File: src/rtl/btn_cond_pkg.sv
// Shared types and defaults for the pushbutton conditioner.
// Holds the debounce FSM states and the default parameter values.
package btn_cond_pkg;

  typedef enum logic [1:0] {
    IDLE_LOW   = 2'd0,
    CHECK_HIGH = 2'd1,
    IDLE_HIGH  = 2'd2,
    CHECK_LOW  = 2'd3
  } btn_state_t;

  localparam int DEF_DEBOUNCE_CYCLES = 1000000;
  localparam int DEF_SYNC_STAGES     = 2;
  localparam int DEF_COUNT_W         = 8;

  // A one-cycle debounce still needs a one-bit counter.
  function automatic int cnt_width(input int n);
    return (n > 1) ? $clog2(n) : 1;
  endfunction

endpackage

File: src/rtl/btn_sync.sv
// Flip-flop chain that brings the raw button into the clk domain.
// All stages clear on synchronous active-low reset.
module btn_sync #(
  parameter int SYNC_STAGES = 2
) (
  input  logic clk,
  input  logic reset,
  input  logic i_d,
  output logic o_q
);

  logic [SYNC_STAGES-1:0] r_sync;

  always_ff @(posedge clk) begin
    if (!reset) begin
      r_sync <= '0;
    end else begin
      r_sync <= {r_sync[SYNC_STAGES-2:0], i_d};
    end
  end

  assign o_q = r_sync[SYNC_STAGES-1];

endmodule

File: src/rtl/button_conditioner.sv
// Sync + debounce a pushbutton; one P1 pulse per accepted press.
// Define BTN_PRESS_COUNT_EN to add the press_count output.
module button_conditioner
  import btn_cond_pkg::*;
#(
  parameter int DEBOUNCE_CYCLES = DEF_DEBOUNCE_CYCLES,
  parameter int SYNC_STAGES     = DEF_SYNC_STAGES,
  parameter int COUNT_W         = DEF_COUNT_W
) (
  input  logic clk,
  input  logic reset,
  input  logic btn_in,
  output logic level,
  output logic P1
`ifdef BTN_PRESS_COUNT_EN
  ,
  output logic [COUNT_W-1:0] press_count
`endif
);

  localparam int CNT_W = cnt_width(DEBOUNCE_CYCLES);
  localparam logic [CNT_W-1:0] CNT_MAX =
    CNT_W'(DEBOUNCE_CYCLES - 1);

  logic             w_s;
  btn_state_t       r_state;
  btn_state_t       w_state_nxt;
  logic [CNT_W-1:0] r_cnt;
  logic [CNT_W-1:0] w_cnt_nxt;
  logic             r_level;
  logic             w_level_nxt;
  logic             r_p1;
  logic             w_p1_nxt;

  btn_sync #(
    .SYNC_STAGES(SYNC_STAGES)
  ) u_sync (
    .clk  (clk),
    .reset(reset),
    .i_d  (btn_in),
    .o_q  (w_s)
  );

  always_ff @(posedge clk) begin
    if (!reset) begin
      r_state <= IDLE_LOW;
      r_cnt   <= '0;
      r_level <= 1'b0;
      r_p1    <= 1'b0;
    end else begin
      r_state <= w_state_nxt;
      r_cnt   <= w_cnt_nxt;
      r_level <= w_level_nxt;
      r_p1    <= w_p1_nxt;
    end
  end

  // P1 defaults low so it can never outlive one cycle.
  always_comb begin
    w_state_nxt = r_state;
    w_cnt_nxt   = r_cnt;
    w_level_nxt = r_level;
    w_p1_nxt    = 1'b0;
    unique case (r_state)
      IDLE_LOW: begin
        if (w_s) begin
          w_state_nxt = CHECK_HIGH;
          w_cnt_nxt   = '0;
        end
      end
      CHECK_HIGH: begin
        if (!w_s) begin
          w_state_nxt = IDLE_LOW;
        end else if (r_cnt == CNT_MAX) begin
          w_state_nxt = IDLE_HIGH;
          w_level_nxt = 1'b1;
          w_p1_nxt    = 1'b1;
        end else begin
          w_cnt_nxt = r_cnt + 1'b1;
        end
      end
      IDLE_HIGH: begin
        if (!w_s) begin
          w_state_nxt = CHECK_LOW;
          w_cnt_nxt   = '0;
        end
      end
      CHECK_LOW: begin
        if (w_s) begin
          w_state_nxt = IDLE_HIGH;
        end else if (r_cnt == CNT_MAX) begin
          w_state_nxt = IDLE_LOW;
          w_level_nxt = 1'b0;
        end else begin
          w_cnt_nxt = r_cnt + 1'b1;
        end
      end
      default: begin
        w_state_nxt = IDLE_LOW;
        w_cnt_nxt   = '0;
      end
    endcase
  end

  assign level = r_level;
  assign P1    = r_p1;

`ifdef BTN_PRESS_COUNT_EN
  logic [COUNT_W-1:0] r_press_count;

  always_ff @(posedge clk) begin
    if (!reset) begin
      r_press_count <= '0;
    end else if (w_p1_nxt) begin
      r_press_count <= r_press_count + 1'b1;
    end
  end

  assign press_count = r_press_count;
`endif

endmodule

File: config.mk
export PLATFORM = sky130hd
export DESIGN_NAME = button_conditioner
export DESIGN_NICKNAME = d
export VERILOG_FILES = /design/src/rtl/btn_cond_pkg.sv /design/src/rtl/btn_sync.sv /design/src/rtl/button_conditioner.sv
export SDC_FILE = /design/constraint.sdc
export NUM_CORES = 1
export LEC_CHECK = 0
export BUFFER_PORTS_ARGS = -buffer_cell sky130_fd_sc_hd__buf_2
export CAP_MARGIN = 15
export CORE_ASPECT_RATIO = 1.4
export CORE_MARGIN = 10
export CORE_UTILIZATION = 60
export CTS_BUF_LIST = sky130_fd_sc_hd__clkbuf_16
export DETAILED_ROUTE_END_ITERATION = 7
export PLACE_DENSITY = 0.78
export SKIP_CTS_REPAIR_TIMING = 1
export SYNTH_ARGS = -nofsm -noshare
export SYNTH_HDL_FRONTEND = slang
export SYNTH_SLANG_ARGS = --single-unit
File: constraint.sdc
create_clock -name clk -period 3.7 [get_ports clk]
set_input_delay 0.185 -clock clk [delete_from_list [all_inputs] [get_ports clk]]
set_output_delay 0.185 -clock clk [all_outputs]
set_load 0.05 [all_outputs]
==> flow_summary.toml <==
[run_status]
outcome = "finished, final reports clean"

[route]
post_drt_wl_per_cell_um = 15.46
drt_iter0_drc = 40
vias_per_cell = 6.591
wl_mm = 2.799
drtPass1Iterations = 4
drc = 0
vias = 1193
ant_nets = 0

[clocking]
root_buffer = "clkbuf_16"
clockBufferDepth = 2
clk_pin_slew_worst_paths_ns = 0.06
cts-htree-levels = 1
tritoncts = "yes"
cts_sinks = 26
insertion_delay_ns = 0.26
cts_buffers = 3

[logic_synthesis]
ys_async_sr_fraction_pct = 0
syn-num-nets = 159
synth_area_um2 = 1338
synth-edff-count = 0
ys_top_cells_by_count = "dfxtp_1, nand2_1, nand3_1, a21oi_1, a31oi_1"
synth_seq_cells = 26
synthFlopType = "dfxtp_1"
synth_cells = 155
synth.most_common_cell = "dfxtp_1"
ys_types = 44
synth_area_leaders = "dfxtp_1, nand3_1, a21oi_1"
netlist.area_leader.share_pct = 38.91
ys_seq_area_share_pct = 38.91
yosysTopAreaCell = "dfxtp_1"
ys_warn_count = 0
avgSynthCellArea_um2 = 8.629

[grt]
gr-total-overflow = 0
grtUsageTotal_pct = 13.44
grt_pass1_vias = 1095
grt_max_degree = 21
antenna_found_initial = 0
grt_pass1_wl_mm = 4.864

[power_and_ir_drop]
power.switching_uw = 107.5
clockPowerShare_pct = 44.7
power.leakage_uw = 0.0004760
p_sw_share_pct = 19.96
internal_power_uw = 430.8
ir_worst_vdd_v = 0.0003475
power_density_nw_per_um2 = 373.1
p_comb_share_pct = 2.8
sequentialPowerShare_pct = 52.5

[setup_path]
crit_type = "reg -> reg"
crit_chain = "ha_1 -> and3_1 -> nand4_1 -> o21ai_2 -> or4_1 -> mux2i_1"
slowest_stage = "o21ai_2"
cp-start-kind = "register"
path_max_fanout = 18
cpPeakStageDelay_ns = 0.65
critPathRequiredTime_ns = 3.90
crit_path_end_kind = "register"
crit_arrival_ns = 2.31

[finish]
area.sequential_um2 = 520.5
area_growth_pct = 7.858
diodes = 0
multi_input_area_um2 = 777.0
layout-drive-gt1-share_pct = 8.805
num-fill-cells = 175
nNetsFinal = 164
final_area_um2 = 1443

[timing]
slew-limit-headroom_pct = 51.20
period_share_pct = 57.09
hold_viol = 0
finalSetupViolCount = 0
fin_crit_ns = 2.112
clock_skew_ns = 0.002207
slew_violations = 0
timing.fmax_ghz = 0.4734
worstMarginPinSlew_ns = 0.7319
rsz0062_at_grt = "false"
setup_tns_ns = 0

[floorplanning]
fp.dieArea_um2 = 4545
ios = 5
rows = 20
fp.coreArea_um2 = 2152
die_h_um = 75.87
die_x_um = 59.91
start_util_pct = 62.15

[worst_hold_path]
hold_path_class = "in -> reg"

[run]
cap_violations = 0

[placement]
place_area_um2 = 1364
hpwl_mm = 2.015
io_buffers = 4
place_congestion = 0.9143
[stage by stage]
stage          total power, µW  hold slack [ns]  instances  util, %  setup WS, ns
3_3_place_gp             303.2           0.3968        177    63.37         1.666
5_1_grt                  554.0           0.1625        181    67.03         1.363
6_report                 538.2           0.1333        181    67.03         1.588
4_1_cts                  540.0           0.1359        181    67.03         1.608
3_5_place_dp             303.9           0.4039        177    63.37         1.616
2_1_floorplan            300.7           0.3123        155        -         1.932
[final timing paths]
check	cells past startpoint	start	slack, ns	end
setup / recovery	6	r_cnt[0]$_SDFFE_PN0P_	1.59	r_cnt[13]$_SDFFE_PN0P_
hold / removal	2	btn_in	0.13	u_sync.r_sync[0]$_SDFF_PN0_
setup reg to reg	6	r_cnt[0]$_SDFFE_PN0P_	1.59	r_cnt[13]$_SDFFE_PN0P_
hold reg to reg	1	u_sync.r_sync[0]$_SDFF_PN0_	0.43	u_sync.r_sync[1]$_SDFF_PN0_
[layer usage]
metal | GRT usage (%) | share of wire [%] | vias to the layer above
li1 | - | - | 597
met3 | 2.167 | 2.9 | 7
met4 | 7.250 | 2.6 | 0
met1 | 15.19 | 43 | 569
met5 | 0 | 0 | -
met2 | 23.17 | 52 | 20
[layout by cell type, fill, tap and decap left out, drive strengths merged, types with 4 or more instances in the layout]
| cell | n |
|---|---|
| dfxtp | 26 |
| nand2 | 14 |
| nand3 | 12 |
| a21oi | 12 |
| a31oi | 8 |
| o21ai | 7 |
| and3 | 5 |
| and2 | 5 |
| inv | 5 |
| nand2b | 5 |
| nand4 | 5 |
| nor2 | 4 |
| or4 | 4 |
| buf | 4 |
[sequential cells by signal, indices dropped and copies added (netlist names), named ones only]
| name | flops |
|---|---|
| level | 1 |
| u_sync.r_sync | 2 |
| r_cnt | 20 |
| P1 | 1 |
| r_state | 1 |
[critical path: cells and delay by family (launching register included)]
| family | cells | cell delay [ns] |
|---|---|---|
| compound gates | 1 | 0.65 |
| flops | 1 | 0.38 |
| mux | 1 | 0.17 |
| simple gates | 3 | 0.65 |
| fa+ha+maj | 1 | 0.21 |
[layout make-up]
class,count,share of cell area (%)
multi-input cells,120,53.86
flip-flops and latches,26,36.08
clock buffers,3,5.204
well taps,22,1.908
repair buffers,4,1.388
inverters,5,1.301
clock inverters,1,0.2602
[cells by family after synthesis]
| logic type | count (synthesis) | synth area share, % |
|---|---|---|
| compound gates | 40 | 19.27 |
| xor+xnor | 4 | 3.181 |
| fa+ha+maj | 1 | 0.9353 |
| buf+inv | 9 | 2.994 |
| flops | 26 | 38.91 |
| mux | 3 | 2.245 |
| simple gates | 72 | 32.46 |
[power by group through the flow]
stage	logic (µW)	clock network (µW)	registers, µW
3_3_place_gp	14.4	0	289
2_1_floorplan	12.1	0	289
3_5_place_dp	15.0	0	289
4_1_cts	15.1	242	283
5_1_grt	17.3	254	283
6_report	15.1	240	283
Power figures use the tool's default switching activity.
